[config.mk]
export PLATFORM = sky130hd
export DESIGN_NAME = reg4_bank_arbiter
export DESIGN_NICKNAME = d
export VERILOG_FILES = /design/src/rtl/reg4_bank_arbiter_pkg.sv /design/src/rtl/reg4_en.sv /design/src/rtl/reg4_bank_arbiter.sv
export SDC_FILE = /design/constraint.sdc
export NUM_CORES = 1
export LEC_CHECK = 0
export ABC_AREA = 1
export CAP_MARGIN = 10
export CORE_UTILIZATION = 50
export CTS_CLUSTER_DIAMETER = 150
export DETAILED_ROUTE_END_ITERATION = 10
export PLACE_DENSITY = 0.85
export SLEW_MARGIN = 5
export SYNTH_ARGS = -nofsm -noshare
export SYNTH_HDL_FRONTEND = slang
export SYNTH_HIERARCHICAL = 1
export SYNTH_SLANG_ARGS = --single-unit
[constraint.sdc]
create_clock -name clk -period 3.9 [get_ports clk]
set_clock_uncertainty 0.05 [all_clocks]
set_input_delay 0.78 -clock clk [delete_from_list [all_inputs] [get_ports clk]]
set_output_delay 0.78 -clock clk [all_outputs]
set_load 0.005 [all_outputs]
[src/rtl/reg4_bank_arbiter_pkg.sv]
// Shared sizing and the 2-bit index type used for register addresses and the
// round-robin pointer.
package reg4_bank_arbiter_pkg;
  localparam int WIDTH    = 4;
  localparam int NUM_REQ  = 4;
  localparam int NUM_REGS = 4;

  typedef logic [1:0] idx_t;
endpackage

[src/rtl/reg4_en.sv]
// One bank register: async reset, synchronous clear, write enable.
module reg4_en #(
  parameter int W = 4
) (
  input  logic         clk,
  input  logic         rst,
  input  logic         clr,
  input  logic         en,
  input  logic [W-1:0] d,
  output logic [W-1:0] q
);
  always_ff @(posedge clk or posedge rst) begin
    if (rst)      q <= '0;
    else if (clr) q <= '0;
    else if (en)  q <= d;
  end
endmodule

[src/rtl/reg4_bank_arbiter.sv]
// Four-register bank shared by four requesters through a round-robin arbiter;
// one access per cycle, results registered alongside the one-hot grant.
module reg4_bank_arbiter
  import reg4_bank_arbiter_pkg::*;
#(
  parameter int NUM_REQ = reg4_bank_arbiter_pkg::NUM_REQ,
  parameter int WIDTH   = reg4_bank_arbiter_pkg::WIDTH
) (
  input  logic                        clk,
  input  logic                        rst,
  input  logic                        clr,
  input  logic [NUM_REQ-1:0]          req,
  input  logic [NUM_REQ-1:0]          we,
  input  logic [2*NUM_REQ-1:0]        addr,
  input  logic [WIDTH*NUM_REQ-1:0]    wdata,
  output logic [NUM_REQ-1:0]          gnt,
  output logic [WIDTH-1:0]            rdata,
  output logic                        rvalid,
  output logic [NUM_REGS*WIDTH-1:0]   reg_q
);
  typedef struct packed {
    logic             we;
    idx_t             addr;
    logic [WIDTH-1:0] wdata;
  } acc_t;

  acc_t [NUM_REQ-1:0]               acc;
  acc_t                             sel;
  logic [NUM_REQ-1:0]               elig;
  logic [NUM_REGS-1:0][WIDTH-1:0]   bank_q;
  idx_t                             ptr, win, cand;
  logic                             hit, go, wr;

  genvar gi;
  generate
    for (gi = 0; gi < NUM_REQ; gi++) begin : g_acc
      assign acc[gi].we    = we[gi];
      assign acc[gi].addr  = addr[2*gi +: 2];
      assign acc[gi].wdata = wdata[WIDTH*gi +: WIDTH];
    end
  endgenerate

  // A requester whose grant is showing this cycle sits out one arbitration.
  assign elig = req & ~gnt;

  // Scan from the farthest offset back to ptr so the nearest eligible wins.
  always_comb begin
    hit  = 1'b0;
    win  = ptr;
    cand = ptr;
    for (int k = NUM_REQ-1; k >= 0; k--) begin
      cand = ptr + idx_t'(k);
      if (elig[cand]) begin
        hit = 1'b1;
        win = cand;
      end
    end
  end

  assign sel = acc[win];
  assign go  = hit & ~clr;
  assign wr  = go & sel.we;

  generate
    for (gi = 0; gi < NUM_REGS; gi++) begin : g_bank
      reg4_en #(.W(WIDTH)) u_reg (
        .clk (clk),
        .rst (rst),
        .clr (clr),
        .en  (wr && (sel.addr == idx_t'(gi))),
        .d   (sel.wdata),
        .q   (bank_q[gi])
      );
    end
  endgenerate

  assign reg_q = bank_q;

  // Reads capture the pre-edge register value; rdata holds between reads.
  always_ff @(posedge clk or posedge rst) begin
    if (rst) begin
      gnt    <= '0;
      rdata  <= '0;
      rvalid <= 1'b0;
      ptr    <= '0;
    end else begin
      gnt    <= '0;
      rvalid <= 1'b0;
      if (go) begin
        gnt[win] <= 1'b1;
        ptr      <= win + idx_t'(1);
        if (!sel.we) begin
          rdata  <= bank_q[sel.addr];
          rvalid <= 1'b1;
        end
      end
    end
  end
endmodule
==> results_dict.tcl, run 1 <==
set metrics [dict create \
    row_count 22 \
    path_buf_inv 3 \
    p_leak_uw 0.001305 \
    die_w_um 63.61 \
    syn_avg_cell_area_um2 7.109 \
    drv_slew 0 \
    tightest_slew_ps 601.1 \
    hold_viol 0 \
    avgRoutedWirePerCell_um 12.97 \
    synth_nets 306 \
    critPathMaxFanout 19 \
    path_clk_slew_ps 90 \
    status "completed" \
    cp_slowest_cell "clkdlybuf4s50_1" \
    synth_area_um2 1898 \
    startpoint_type "input port" \
    fin_total_pwr_uw 2509 \
    fin_crit_sh 0.8176 \
    nNetsFinal 368 \
    setup_viol 0 \
    grt_use_total 0.2626 \
    slew_headroom 0.5993 \
    cts_buffer_depth 2 \
    syn_to_final_growth_pct 35.86 \
    rsz0062_at_grt "no" \
    ctsHoldBuffers 0 \
    path_class "input port to flop" \
    path_common_cell "nand2_1" \
    drc 0 \
    holdCritStartpoint "rdata[3]" \
    antenna_found_initial 0 \
    dp_hpwl_um 3864 \
    dr.pass1.iters 4 \
    grt_pass1_wl_um 8155 \
    max_freq_ghz 0.3136 \
    grt_pass1_vias 1796 \
    cp-startpoint "req[1]" \
    root_buffer "clkbuf_8" \
    core_um2 3661 \
    pwr_density_cell_nw_per_um2 972.9 \
    start_util 0.5185 \
    postCtsResizedCells 0 \
    post-cts-setup-buffers 0 \
    gp_congestion 0.8414 \
    period_needed_ps 3189 \
    numCtsBuffers 3 \
    endpoint_kind "flop" \
    drt-vias-per-instance 5.056 \
    regArea_um2 675.6 \
    fillCellCount 325 \
    drt-initial-drc-count 82 \
    die_area_um2 4046 \
    yosysSeqAreaShare 0.3560 \
    ir_worst_vdd_mv 0.6686 \
    cts_sinks 27 \
    port_buffers 59 \
    antenna_left 0 \
    cts_tree "done" \
    drive_gt1_frac 0.1189 \
    hp-class "flop to flop" \
    multiInputGateArea_um2 1060 \
    h-tree-depth 1 \
    wl_um 4877 \
    cpPeakStageDelay_ps 500 \
    grt_max_degree 20 \
    crit_family "simple AND/OR/NAND/NOR gates" \
    syn_inst 267 \
    diodes 0 \
    fp.dieH_um 63.61 \
    worstSkewPairLatency_ps 280 \
    regToRegStartpoint "ptr[0]" \
    ios 60 \
    setup_tns_ps 0 \
    cp.required_ps 4030 \
    ys_types 24 \
    grt_remaining_overflow 0 \
    via_count 1901 \
    synth-seq-cells 27 \
    fin_area_um2 2579 \
    worst_ep_arrival_time_ps 3320 \
    path_cells "clkdlybuf4s50_1 > nand3_1 > nand2_1 > nand2_1 > nand2_1 > inv_1 > nand2_2 > nand2_4 > nand3_4 > nand2_8 > inv_4 > nor2_1 > nor2_1 > o21ai_1 > nand2_1 > nand2_2 > nor3_2 > nor2_2 > nand2_1 > nand2_1" \
    ys_warn_count 6 \
    max_cap_viol_count 0 \
    place_area_um2 2530 \
]
## worst register-to-register path: stages, from the launching register on
cell and delay, ps:
dfrtp_1 610, inv_4 100, nand3_1 90, nand2_1 90, nand2_1 90, nand2_1 80, inv_1 70, nand2_2 60
nand2_4 70, nand2_2 60, nand2_4 100, nand2_8 120, inv_4 150, nor2_1 60, nor2_1 80, o21ai_1 120
nand2_1 110, nand2_2 100, nor3_2 360, nor2_2 100, nand2_1 90, nand2_1 50
## per-layer routing
layer | vias to the layer above | share of wire | track usage
met5 | - | 0 | 0
met4 | 0 | 0.025 | 0.1165
met3 | 10 | 0.046 | 0.02355
met2 | 58 | 0.50 | 0.4468
met1 | 858 | 0.43 | 0.3360
li1 | 975 | - | -
## placed cells by master, fill, tap and decap left out, drive strengths merged
cell / count
nor2: 21
ha: 4
dfrtp: 27
nand2: 108
a31oi: 1
o21ai: 14
nand3: 47
clkinvlp: 1
clkinv: 1
nor3: 4
buf: 1
xor2: 1
clkbuf: 3
inv: 32
o22ai: 4
clkdlybuf4s50: 59
## area by class of cell
cell class / count / area share
timing repair buffer: 60 / 0.2319
clock buffer: 3 / 0.01601
inverter: 33 / 0.05289
multi-input combinational: 204 / 0.4110
sequential: 27 / 0.2620
clock inverter: 1 / 0.002911
tap: 48 / 0.02329
## Yosys cell counts, drive strengths merged
cell type / instances / share of area
o22ai: 4 / 0.013
buf: 2 / 0.012
inv: 32 / 0.067
a31oi: 1 / 0.0033
nor3: 4 / 0.021
nand2: 108 / 0.24
nor2: 21 / 0.052
ha: 4 / 0.026
clkinv: 1 / 0.0046
nand3: 47 / 0.15
clkbuf: 1 / 0.0020
xor2: 1 / 0.0086
dfrtp: 27 / 0.36
o21ai: 14 / 0.039
## final timing paths
kind | slack [ps] | end | cells past startpoint
worst max-delay path | 710 | g_bank[2].u_reg/q[0] | 20
worst min-delay path | 440 | rdata[3] | 2
worst max register to register | 980 | g_bank[2].u_reg/q[0] | 21
worst min register to register | 440 | rdata[3] | 2
max in group asynchronous | 2610 | rdata[2] | 2
min in group asynchronous | 800 | g_bank[0].u_reg/q[3] | 2
## where the power goes
part / internal [µW] / switching (µW)
Clock: 72.8 / 93.0
Combinational: 637 / 1230
Sequential: 381 / 96.6
## stage by stage
stage	utilization	cells	hold WS [ps]	setup WS, ps
after global routing	0.7044	376	484.8	525.7
after floorplan	-	267	422.4	1343
after detailed placement	0.6910	372	428.5	475.1
after CTS	0.7044	376	453.2	765.1
after global placement	0.6910	372	423.9	594.3
final	0.7044	376	442.3	711.3
## sequential cells by signal, summed over array words and instances (netlist names)
| name | cells |
|---|---|
| g_bank.u_reg/q | 16 |
| gnt | 4 |
| ptr | 2 |
| rvalid | 1 |
| rdata | 4 |
## cells by family after synthesis
kind of cell	after synthesis	share of synthesized area
XOR/XNOR	1	0.008572
AND/OR/NAND/NOR	180	0.4680
flip-flops	27	0.3560
adder cells (fa/ha/maj)	4	0.02637
buffers and inverters	36	0.08569
AO/OA/AOI/OAI	19	0.05537
(Power assumes the default switching activity.)
==> inputs of run 2 (changes only) <==
--- a/config.mk
+++ b/config.mk
@@ -7,10 +7,10 @@
 export LEC_CHECK = 0
 export ABC_AREA = 1
 export CAP_MARGIN = 10
-export CORE_UTILIZATION = 50
+export CORE_UTILIZATION = 42
 export CTS_CLUSTER_DIAMETER = 150
 export DETAILED_ROUTE_END_ITERATION = 10
-export PLACE_DENSITY = 0.85
+export PLACE_DENSITY = 0.76
 export SLEW_MARGIN = 5
 export SYNTH_ARGS = -nofsm -noshare
 export SYNTH_HDL_FRONTEND = slang
==> constraint.sdc (replaced) <==
create_clock -name clk -period 2.9 [get_ports clk]
set_clock_uncertainty 0.05 [all_clocks]
set_input_delay 0.58 -clock clk [delete_from_list [all_inputs] [get_ports clk]]
set_output_delay 0.58 -clock clk [all_outputs]
set_load 0.005 [all_outputs]
==> run 2 against run 1 <==
Compared with the run above:
- cell count up 7.7%
- non-clock buffer count up 25
- power up 66%
- via count up 9.4%
- global-route usage down 2.7 points
- critical path depth down 3
- worst setup slack worse by 480 ps
- core utilization down 5.6 points
- clock-buffer cell count up 1
- die area up 18%
- critical path type unchanged
==> results_dict.tcl, run 2 (synthesis gave the netlist of run 1 again) <==
set metrics [dict create \
    status "completed" \
    r2r_cells 17 \
    port_buffers 59 \
    setup_tns_ps 0 \
    crit_family "simple AND/OR/NAND/NOR gates" \
    dr.pass1.iters 5 \
    via_count 2080 \
    reg_top3 "g_bank.u_reg/q: 16 flops, gnt: 4 flops, rdata: 4 flops" \
    cp_slowest_cell "clkdlybuf4s50_1" \
    hold_slack_ps 440.7 \
    top_register "g_bank.u_reg/q" \
    switchingPower_uw 2149 \
    grt_pass1_vias 2040 \
    startpoint_type "input port" \
    path_class "input port to flop" \
    drive_gt1_frac 0.1926 \
    cts_tree "done" \
    die_area_um2 4792 \
    avgRoutedWirePerCell_um 12.89 \
    hp-class "flop to flop" \
    worst_ep_arrival_time_ps 2830 \
    path_common_cell "nand2_1" \
    slew_headroom 0.7308 \
    h-tree-depth 1 \
    syn_to_final_growth_pct 48.71 \
    wl_um 5222 \
    cts_sinks 27 \
    path_buf_inv 5 \
    place_ws_ps -96.28 \
    critPathMaxFanout 4 \
    antenna_found_initial 0 \
    reg2reg_slack_ps 340 \
    root_buffer "clkbuf_8" \
    max_freq_ghz 0.3745 \
    path_cells "clkdlybuf4s50_1 > nand3_1 > nand2_1 > nand2_1 > nand2_1 > inv_2 > nand2_4 > nand3_4 > buf_4 > nand3_1 > nand3_4 > nand2_4 > inv_1 > nor3_2 > buf_4 > nand3_1 > nand2_1" \
    worstHoldEndpoint "rdata[3]" \
    numCtsBuffers 3 \
    drv_slew 0 \
    holdCritStartpoint "rdata[3]" \
    hold_viol 0 \
    largest_reg_flops 16 \
    power_frac_seq 0.155 \
    hold_path_depth 2 \
    reg2reg_to "g_bank[1].u_reg/q[3]" \
    tightest_slew_ps 402.0 \
    p_leak_uw 0.001455 \
    worstSkewPairLatency_ps 270 \
    fin_crit_sh 0.9207 \
    p_int_uw 2018 \
    cts_buffer_depth 2 \
    pwr_density_cell_nw_per_um2 1477 \
    dp_hpwl_um 4270 \
    drc 0 \
    start_util 0.4359 \
    combinationalPowerShare 0.796 \
    grt_remaining_overflow 0 \
    clockPowerShare 0.050 \
    path_clk_slew_ps 90 \
    row_count 24 \
    cp.required_ps 3060 \
    drt-initial-drc-count 95 \
    gp_congestion 0.8600 \
    regToRegStartpoint "ptr[0]" \
    grt_max_degree 15 \
    max_cap_viol_count 0 \
    nNetsFinal 393 \
    core_um2 4354 \
    endpoint_kind "flop" \
    cpPeakStageDelay_ps 480 \
    antenna_left 0 \
    diodes 0 \
    drt-vias-per-instance 5.136 \
    fp.dieH_um 69.23 \
    layout_common_cells "nand2_1 (96), clkdlybuf4s50_1 (58), nand3_1 (42)" \
    die_w_um 69.23 \
    grt_pass1_wl_um 9135 \
    ios 60 \
    period_needed_ps 2670 \
    ir_worst_vdd_mv 0.6688 \
    layout_commonest_cell "nand2_1" \
    grt_use_total 0.2353 \
    swShare 0.5157 \
    setup_viol 0 \
    setup_ws_ps 230.1 \
]
==> run 2: per-layer routing <==
layer / share of wire / wire [µm] / global-route usage / vias to the layer above
met4: 0.021 / 109 / 0.05896 / 0
met3: 0.071 / 370 / 0.04070 / 12
met2: 0.50 / 2601 / 0.4164 / 89
met5: 0 / 0 / 0 / -
met1: 0.41 / 2139 / 0.2963 / 954
li1: - / - / - / 1025
==> run 2: stage by stage <==
step	instances	power (µW)	utilization	instance area (µm²)
2_1_floorplan	267	2483	-	1898
3_3_place_gp	400	3672	0.6236	2715
3_5_place_dp	400	3761	0.6236	2715
4_1_cts	404	3981	0.6339	2760
5_1_grt	405	4526	0.6483	2823
6_report	405	4168	0.6483	2823
==> run 2: worst max-delay path by stage <==
stage | startpoint | to | slack (ps) | cells after the start
detailed placement | req[2] | g_bank[0].u_reg/q[3] | -100 | 20
finish | req[0] | g_bank[1].u_reg/q[3] | 230 | 17
floorplan | req[2] | g_bank[1].u_reg/q[1] | 540 | 20
global placement | req[3] | g_bank[0].u_reg/q[3] | -20 | 20
CTS | req[3] | g_bank[0].u_reg/q[3] | 180 | 20
global route | req[2] | g_bank[0].u_reg/q[3] | -2 | 20
==> run 2: tightest hold or removal path, cell delays in order, from the launching register on <==
cell and delay [ps]:
dfrtp_1 360, nand2_1 50, nand2_1 50
==> run 2: what timing repair did <==
action,in CTS,in global routing
setup endpoints to repair,0,10
buffers inserted,0,1
resized for setup,0,14
hold buffers,0,0
==> run 2: layout make-up <==
cell class	instances	area [µm²]
flip-flops and latches	27	676.9
fillers	380	1531
multi-input cells	204	1102
well taps	52	65.06
clock buffers	4	45.04
inverters	33	141.4
repair buffers	85	792.0
==> run 2: power by group through the flow <==
stage | registers (µW) | clock network, µW | logic, µW
6_report | 645 | 206 | 3320
5_1_grt | 665 | 225 | 3640
4_1_cts | 643 | 207 | 3130
3_5_place_dp | 647 | 0 | 3110
3_3_place_gp | 648 | 0 | 3020
2_1_floorplan | 614 | 0 | 1870
